### config.mk
export PLATFORM = sky130hd
export DESIGN_NAME = bit_fifo
export DESIGN_NICKNAME = d
export VERILOG_FILES = /design/src/rtl/bit_fifo.sv
export SDC_FILE = /design/constraint.sdc
export NUM_CORES = 1
export LEC_CHECK = 0
export ABC_AREA = 1
export CAP_MARGIN = 20
export CORE_ASPECT_RATIO = 1.75
export CORE_MARGIN = 1
export CORE_UTILIZATION = 52
export DETAILED_ROUTE_END_ITERATION = 10
export HOLD_SLACK_MARGIN = 0.1
export PLACE_DENSITY_LB_ADDON = 0.3
export SETUP_SLACK_MARGIN = 0.15
export SLEW_MARGIN = 20
export SYNTH_ARGS = -nofsm -noshare
export SYNTH_HDL_FRONTEND = slang
export SYNTH_SLANG_ARGS = --single-unit
### constraint.sdc
create_clock -name clk_i -period 2.43 [get_ports clk_i]
set_input_delay 0.486 -clock clk_i [delete_from_list [all_inputs] [get_ports clk_i]]
set_output_delay 0.486 -clock clk_i [all_outputs]
set_load 0.005 [all_outputs]
### src/rtl/bit_fifo.sv
// DEPTH x 1 reference-bit FIFO with a combinational head output.
// Pointers carry one extra wrap bit so full and empty are distinguishable.
module bit_fifo #(
  parameter int unsigned DEPTH = 64
) (
  input  logic clk_i,
  input  logic rst_ni,
  input  logic clr_i,
  input  logic push_i,
  input  logic pop_i,
  input  logic din_i,
  output logic dout_o,
  output logic full_o,
  output logic empty_o
);

  localparam int unsigned AW = $clog2(DEPTH);

  logic [AW:0]      wptr_q, rptr_q;
  logic [DEPTH-1:0] mem_q;
  logic             do_push, do_pop;

  assign empty_o = (wptr_q == rptr_q);
  assign full_o  = (wptr_q[AW] != rptr_q[AW]) && (wptr_q[AW-1:0] == rptr_q[AW-1:0]);
  assign dout_o  = mem_q[rptr_q[AW-1:0]];

  // A pop in the same cycle frees a slot, so a push into a full FIFO is legal then.
  assign do_pop  = pop_i & ~empty_o;
  assign do_push = push_i & (~full_o | do_pop);

  // Pointer update; clear flushes the contents by collapsing the pointers.
  always_ff @(posedge clk_i or negedge rst_ni) begin
    if (!rst_ni) begin
      wptr_q <= '0;
      rptr_q <= '0;
    end else if (clr_i) begin
      wptr_q <= '0;
      rptr_q <= '0;
    end else begin
      if (do_push) wptr_q <= wptr_q + (AW + 1)'(1);
      if (do_pop)  rptr_q <= rptr_q + (AW + 1)'(1);
    end
  end

  // Storage needs no reset: the pointers decide what is valid.
  always_ff @(posedge clk_i) begin
    if (do_push) mem_q[wptr_q[AW-1:0]] <= din_i;
  end

endmodule

* Yosys cells after proc, flatten, opt, wreduce, memory -nomap -nowiden
Index checks and enable logic that the tools add are counted.
Cells by class: add/sub/neg operators 2, magnitude comparators 3, equality and inequality tests 3, multiplexer cells 9, bitwise gates (word level) 5, reductions and logical operators 4
Operators with widths (number):
- bitwise mux 64 bit | 1
- two-way mux 7 bit | 4
- adder 7 x 1 -> 7 bit (second input constant) | 2
- < comparator 6 x 7 -> 1 bit (second input constant) | 2
- equality test 7 bit | 1
- binary-select mux 1 bit (select 6 bit) | 1
- demux 1 bit (select 6 bit) | 1
- equality test 6 bit | 1
- greater-or-equal comparator 6 x 1 -> 1 bit (second input constant) | 1
- nonzero test 2 bit | 2
- bitwise AND 1 bit | 2
- logical AND 1 bit | 2
- two-way mux 1 bit | 2
- inverter 1 bit | 2
- inequality test 1 bit | 1
- OR 1 bit | 1
Word-level totals: register bits after elaboration 78, input port bits 6, output and inout bits 3, word-level logic and storage cells 29

* Logic depth before layout (Yosys ltp)
Gate-level depths: netlist of run 1.
word-level depth 7, depth in mapped cells 14, depth with buffers taken out 12

* Least setup slack after synthesis of run 1
Ideal clock, no wire load.
kind flip-flop to output port, start point register rptr_q[0], end point output dout_o, arrival 1316 ps, required time 1944 ps, slack 628 ps, cell stages (with the launch flop) 12, buffers on the path 2, cell sequence dfrtp_1 -> buf_4 -> inv_2 -> buf_2 -> nand2_1 -> nand2_1 -> nand2_1 -> a21boi_0 -> nor2_1 -> nand2_1 -> nand3_1 -> nand2_1
Between the ends: longest elaborated chain between the ends 2
RTL lines:
- start: declaration | line 19 | logic [AW:0] wptr_q, rptr_q;
- start signal: assignment | line 41 | if (do_pop) rptr_q <= rptr_q + (AW + 1)'(1);
- binary-select mux 1 bit (select 6 bit) | line 25 | assign dout_o = mem_q[rptr_q[AW-1:0]];
- two-way mux 1 bit (not written as such) | line 25
- end: declaration | line 12 | output logic dout_o,
No other way between the ends. The select of a mux whose other input is x is not followed.

* Final worst setup path of run 1
Ends and elaborated chain as after synthesis.

==> results of run 1 <==
## worst reg2reg max path, cell delays in order (launching register included)
cell and delay [ns]:
dfrtp_1 0.42, buf_6 0.18, clkbuf_16 0.18, nand2_4 0.07, nand4_4 0.08, nor2_4 0.11
buf_6 0.12, nand4_2 0.22, nand2_2 0.17, buf_12 0.23, nor3_1 0.10
## sequential cells by signal (all words and copies together) (netlist names)
signal,flops
rptr_q,7
wptr_q,7
mem_q,64
## worst paths after layout
| check | from | endpoint | slack (ns) | cells after the start |
|---|---|---|---|---|
| min reg2reg | wptr_q[6] | wptr_q[6] | 0.58 | 2 |
| min in group asynchronous | rst_ni | rptr_q[4] | 0.59 | 1 |
| max in group asynchronous | rst_ni | wptr_q[0] | 1.38 | 1 |
| max | rptr_q[0] | dout_o | 0.007 | 11 |
| min | wptr_q[6] | wptr_q[6] | 0.58 | 2 |
| max reg2reg | rptr_q[0] | mem_q[63] | 0.29 | 10 |
## layout make-up
type	count	area (um^2)	area share, %
clock buffers	14	254	5.10
clock inverters	2	8.76	0.176
inverters	54	208	4.17
multi-input cells	314	1690	34.0
flip-flops and latches	78	2270	45.6
well taps	88	110	2.21
repair buffers	37	438	8.79
## power by group through the flow
stage / logic (mW) / clock network (mW) / registers [mW]
floorplan: 0.223 / 0 / 1.49
global placement: 0.349 / 0 / 1.49
detailed placement: 0.356 / 0 / 1.49
CTS: 0.409 / 1.20 / 1.47
global route: 0.581 / 1.24 / 1.47
finish: 0.541 / 1.19 / 1.47
## repair_timing
action / CTS / global route
endpoints found under the setup margin: 3 / 6
buffers inserted: 3 / 3
pin swaps: 2 / 33
hold endpoints to repair: 0 / 0
gates resized for setup: 15 / 63
cloned: 1 / 4
## per-layer routing
layer | vias to the layer above | global-route usage (%) | share of wire, %
li1 | 1598 | - | -
met1 | 1636 | 28.8 | 35
met2 | 163 | 46.5 | 53
met3 | 57 | 3.78 | 5.2
met4 | 0 | 23.0 | 7.5
met5 | - | 0 | 0
## cell usage in the layout, fill, tap and decap left out
| master | Yosys | routed |
|---|---|---|
| inv_1 | 48 | 45 |
| nor2_2 | 0 | 4 |
| a21boi_1 | 0 | 1 |
| xor2_1 | 12 | 12 |
| buf_16 | 0 | 1 |
| clkbuf_16 | 0 | 13 |
| clkbuf_1 | 3 | 4 |
| buf_6 | 1 | 3 |
| buf_12 | 0 | 4 |
| nand3_4 | 0 | 1 |
| edfxtp_1 | 64 | 64 |
| clkdlybuf4s50_1 | 0 | 5 |
| nand2_2 | 3 | 19 |
| clkinv_1 | 0 | 1 |
| o21ai_1 | 0 | 7 |
| nor3_2 | 6 | 6 |
| nand2_4 | 0 | 4 |
| dlygate4sd2_1 | 0 | 1 |
| inv_2 | 6 | 7 |
| inv_4 | 0 | 2 |
| nor3_1 | 29 | 29 |
| nand3_2 | 2 | 14 |
| nand2_1 | 110 | 90 |
| clkbuf_2 | 0 | 1 |
| ha_1 | 2 | 2 |
| xnor2_1 | 2 | 2 |
| a21oi_2 | 0 | 1 |
| nand3_1 | 63 | 50 |
| clkinv_2 | 0 | 1 |
| nor2_4 | 1 | 2 |
| o21ai_0 | 12 | 5 |
| nand4_1 | 8 | 8 |
| buf_4 | 4 | 17 |
| buf_2 | 13 | 1 |
| dfrtp_1 | 14 | 14 |
| clkbuf_8 | 0 | 1 |
| nand4_4 | 1 | 2 |
| nand4_2 | 2 | 1 |
| nor2_1 | 59 | 54 |
## stage by stage
| step | setup TNS (ns) | utilization (%) | std cells | hold WS (ns) |
|---|---|---|---|---|
| final | 0 | 65.4 | 587 | 0.576 |
| after global placement | 0 | 57.0 | 560 | 0.578 |
| after global routing | -0.0997 | 65.4 | 587 | 0.629 |
| after CTS | -0.0283 | 61.6 | 580 | 0.580 |
| after floorplan | 0 | - | 470 | 0.190 |
| after detailed placement | 0 | 57.0 | 560 | 0.567 |
## logic make-up after synthesis
group                      Yosys count  synth area share [%]
and+or+nand+nor                    284                  31.5
buffers and inverters               78                  8.29
DFF                                 78                  54.9
AOI/OAI and AO/OA                   14                  1.75
xor gates and xnor gates            14                  2.96
adders and majority gates            2                 0.605
==> flow_metrics.tcl, run 1 <==
set metrics [dict create \
    rsz0062_at_grt "yes" \
    power_density_mw_per_mm2 643 \
    critPathArrivalTime_ns 1.94 \
    critPathRequiredTime_ns 1.94 \
    p_clk_share_pct 37.3 \
    drt_first_pass_iters 5 \
    grt_first_pass_wirelength_um 17100 \
    start_util_pct 54.3 \
    ant_nets 0 \
    cp.buffers_inverters 3 \
    slowest_stage "dfrtp_1" \
    setup_ws_ns 0.00709 \
    viasPerCell 5.88 \
    stdcell_area_mm2 0.00498 \
    grt_max_degree 65 \
    hold_viol 0 \
    leakage_nw 2.11 \
    ys_seq_area_share_pct 54.9 \
    core_mm2 0.00762 \
    cap_violations 0 \
    fmax_mhz 413 \
    diodes 0 \
    io_pins 9 \
    worst_pin_slew_ns 0.728 \
    fin_crit_sh_pct 99.7 \
    grt-ovfl-total 0 \
    synth.most_common_cell "nand2_1" \
    cts-hold-fix-buffers 0 \
    n_fill_cell 567 \
    dp_hpwl_um 6820 \
    routedWlPerCell_um 18.4 \
    synth_common_cells "110 x nand2_1, 64 x edfxtp_1, 63 x nand3_1" \
    combPwrFrac_pct 16.9 \
    p_sw_uw 802 \
    fin_crit_ns 2.42 \
    total_power_mw 3.20 \
    first_iter_violations 212 \
    ys.flop_type "edfxtp_1" \
    cts_root_buffer "clkbuf_16" \
    place_ws_ns 0.0859 \
    die_h_um 120 \
    drive_above_1_share_pct 21.0 \
    async_flop_share_pct 17.9 \
    clk_pin_slew_ns 0.05 \
    synth_edf_count 64 \
    synth_cells 470 \
    track_usage_pct 27.1 \
    cts_buffers 9 \
    rows 42 \
    port_buffers 8 \
    critPathKind "reg2out" \
    end_kind "primary output" \
    wl_um 10800 \
    antenna_found_initial 0 \
    syn_area_per_cell_um2 8.80 \
    clkLatencyLatePin_ns 0.33 \
    synth_seq_cells 78 \
    drv_slew 0 \
    area.growth.synth_to_final_pct 20.5 \
    die-area_mm2 0.00833 \
    worstPathCellList "buf_6 > clkbuf_16 > nand2_1 > nand3_1 > nand3_1 > nand2_1 > nor2_1 > nand2_1 > nand3_2 > nand2_2 > clkbuf_2" \
    cts.sink_count 78 \
    status "completed" \
    ys_top_cells_by_area "edfxtp_1 46%, nand2_1 10%, dfrtp_1 8.5%" \
    ys_types 27 \
    die_w_um 69.4 \
    slew_headroom_pct 51.3 \
    vdd_drop_max_uv 432 \
    p_seq_share_pct 45.8 \
    cp_max_fo 8 \
    dpl_cell_area_mm2 0.00435 \
    drc_errors 0 \
    grt_pass1_vias 3533 \
    clock_skew_ns 0.00329 \
    clock_path_buffers 2 \
    synth_top_area_share_pct 46.5 \
    yosysTopAreaCell "edfxtp_1" \
    setup_violations 0 \
    vias 3454 \
    place_congestion 0.875 \
    sw_frac_of_total_pct 25.0 \
    cts_tree "built" \
    critical-path-top-delay-family "simple AND/OR/NAND/NOR gates" \
    crit_path_start_kind "flop" \
    final_nets 502 \
    ys_warn_count 0 \
    netlist_area_mm2 0.00414 \
    hp-class "reg2reg" \
    syn-num-nets 478 \
    h-tree-depth 3 \
    slowest_delay_ns 0.42 \
    p_int_mw 2.40 \
    path_common_cell "nand2_1" \
]
Note: power is estimated with default switching activity, not from simulation.
==> run 2: changes to the inputs <==
--- a/config.mk
+++ b/config.mk
@@ -14,3 +14,3 @@
 export HOLD_SLACK_MARGIN = 0.1
-export PLACE_DENSITY_LB_ADDON = 0.3
+export PLACE_DENSITY = 0.67
 export SETUP_SLACK_MARGIN = 0.15
==> constraint.sdc (replaced) <==
create_clock -name clk_i -period 2.43 [get_ports clk_i]
set_input_delay 0.243 -clock clk_i [delete_from_list [all_inputs] [get_ports clk_i]]
set_output_delay 0.243 -clock clk_i [all_outputs]
set_load 0.005 [all_outputs]
==> run 2 against run 1 <==
Effect of this change: clock-buffer cell count down 3; cell count decreased by 1.0%; clock skew increased by 0.0028 ns; total power is 2.0% lower; maximum frequency up 4.4%; non-clock buffer count down 6; clock power about the same; critical path depth decreased by 3; worst hold slack worse by 0.25 ns.
==> flow_metrics.tcl, run 2 (synthesized netlist as in run 1, its figures left out) <==
set metrics [dict create \
    rows 42 \
    grt_pass1_vias 3322 \
    cts_root_buffer "clkbuf_16" \
    drc_errors 0 \
    start_util_pct 54.3 \
    critPathKind "reg2out" \
    viasPerCell 5.79 \
    vdd_drop_max_uv 424 \
    end_kind "primary output" \
    place_congestion 0.914 \
    drv_slew 0 \
    setup_violations 0 \
    cp_max_fo 21 \
    status "completed" \
    setup_ws_ns 0.109 \
    vias 3363 \
    final_common_cell "nand2_1" \
    port_buffers 8 \
    grt_first_pass_wirelength_um 16700 \
    cts.sink_count 78 \
    core_mm2 0.00762 \
    place_ws_ns 0.307 \
    power_density_mw_per_mm2 652 \
    fmax_mhz 431 \
    worst_pin_slew_ns 0.701 \
    fin_crit_sh_pct 95.5 \
    io_pins 9 \
    drive_above_1_share_pct 15.0 \
    critPathRequiredTime_ns 2.19 \
    ant_nets 0 \
    fin_crit_ns 2.32 \
    critical-path-top-delay-family "buffers and inverters" \
    grt_max_degree 65 \
    leakage_nw 2.04 \
    cts_buffers 9 \
    slowest_stage "clkdlybuf4s50_1" \
    area.growth.synth_to_final_pct 16.5 \
    slowest_delay_ns 0.49 \
    cp.buffers_inverters 4 \
    final_nets 496 \
    die_h_um 120 \
    final_cell_count_no_fill 581 \
    placed_cells 558 \
    first_iter_violations 383 \
    antenna_found_initial 0 \
    h-tree-depth 3 \
    mostFrequentLayoutCells "105 x nand2_1, 64 x edfxtp_1, 59 x nor2_1" \
    critPathArrivalTime_ns 2.08 \
    hold_ws_ns 0.325 \
    clock_path_buffers 2 \
    die_w_um 69.4 \
    hp-class "in2async" \
    slew_headroom_pct 53.1 \
    routedWlPerCell_um 18.3 \
    cts_tree "built" \
    grt-ovfl-total 0 \
    largest_reg_flops 64 \
    clkLatencyLatePin_ns 0.34 \
    die-area_mm2 0.00833 \
    wl_um 10600 \
    clk_pin_slew_ns 0.06 \
    track_usage_pct 26.7 \
    crit_path_start_kind "flop" \
    worstPathCellList "buf_4 > buf_12 > nand2_1 > nand4_2 > nor2_4 > nand3_2 > inv_1 > clkdlybuf4s50_1" \
    tns_ns 0 \
    diodes 0 \
    hold_viol 0 \
    drt_first_pass_iters 5 \
    cap_violations 0 \
    clock_skew_ns 0.00610 \
    rsz0062_at_grt "yes" \
    cts-hold-fix-buffers 0 \
    dp_hpwl_um 6690 \
]
==> run 2: cell types whose count changed in the layout (fill, tap and decap cells not counted), sizes merged <==
cell	change
clkbuf	-5
dlymetal6s2s	+1
buf	-5
clkinvlp	+1
dlygate4sd2	-1
clkdlybuf4s50	+1
clkinv	+2
==> run 2: stage by stage <==
step | instance area (um^2) | utilization (%) | power [mW]
after global placement | 4320 | 56.7 | 1.85
after floorplan | 4140 | - | 1.71
after CTS | 4690 | 61.6 | 3.08
after detailed placement | 4320 | 56.7 | 1.85
final | 4820 | 63.2 | 3.14
after global routing | 4820 | 63.2 | 3.24
==> run 2: what timing repair did <==
item | CTS | global route
pin swaps | 2 | 7
setup buffers | 3 | 1
resized for setup | 19 | 19
setup endpoints to repair | 1 | 8
cloned | 1 | 2
==> run 2: path summary, 6_finish.rpt <==
check / to / cells past startpoint / slack, ns / startpoint
setup / recovery: empty_o / 8 / 0.11 / rptr_q[0]
hold / removal: wptr_q[3] / 1 / 0.32 / rst_ni
min in group clk_i: wptr_q[6] / 2 / 0.60 / wptr_q[6]
setup reg to reg: mem_q[45] / 9 / 0.28 / rptr_q[0]
hold reg to reg: wptr_q[6] / 2 / 0.60 / wptr_q[6]
max in group asynchronous: wptr_q[2] / 1 / 1.66 / rst_ni
==> run 2: routing by layer <==
metal	track usage, %	part of all wire (%)
met5	0	0
met4	17.2	4.1
met2	46.8	54
met3	4.79	4.9
met1	29.3	37
==> run 2: cell type report <==
cell class	instances	area, um^2
inverter	54	205
sequential	78	2270
fill	622	2800
clock buffer	11	233
multi-input combinational	314	1590
clock inverter	5	26.3
timing repair buffer	31	379
tap	88	110
==> run 2: power breakdown <==
part	switching (mW)	leakage [nW]	internal [mW]	total, mW
clock network	0.512	0.127	0.682	1.19
registers	0.00936	0.769	1.46	1.47
logic	0.287	1.15	0.191	0.478
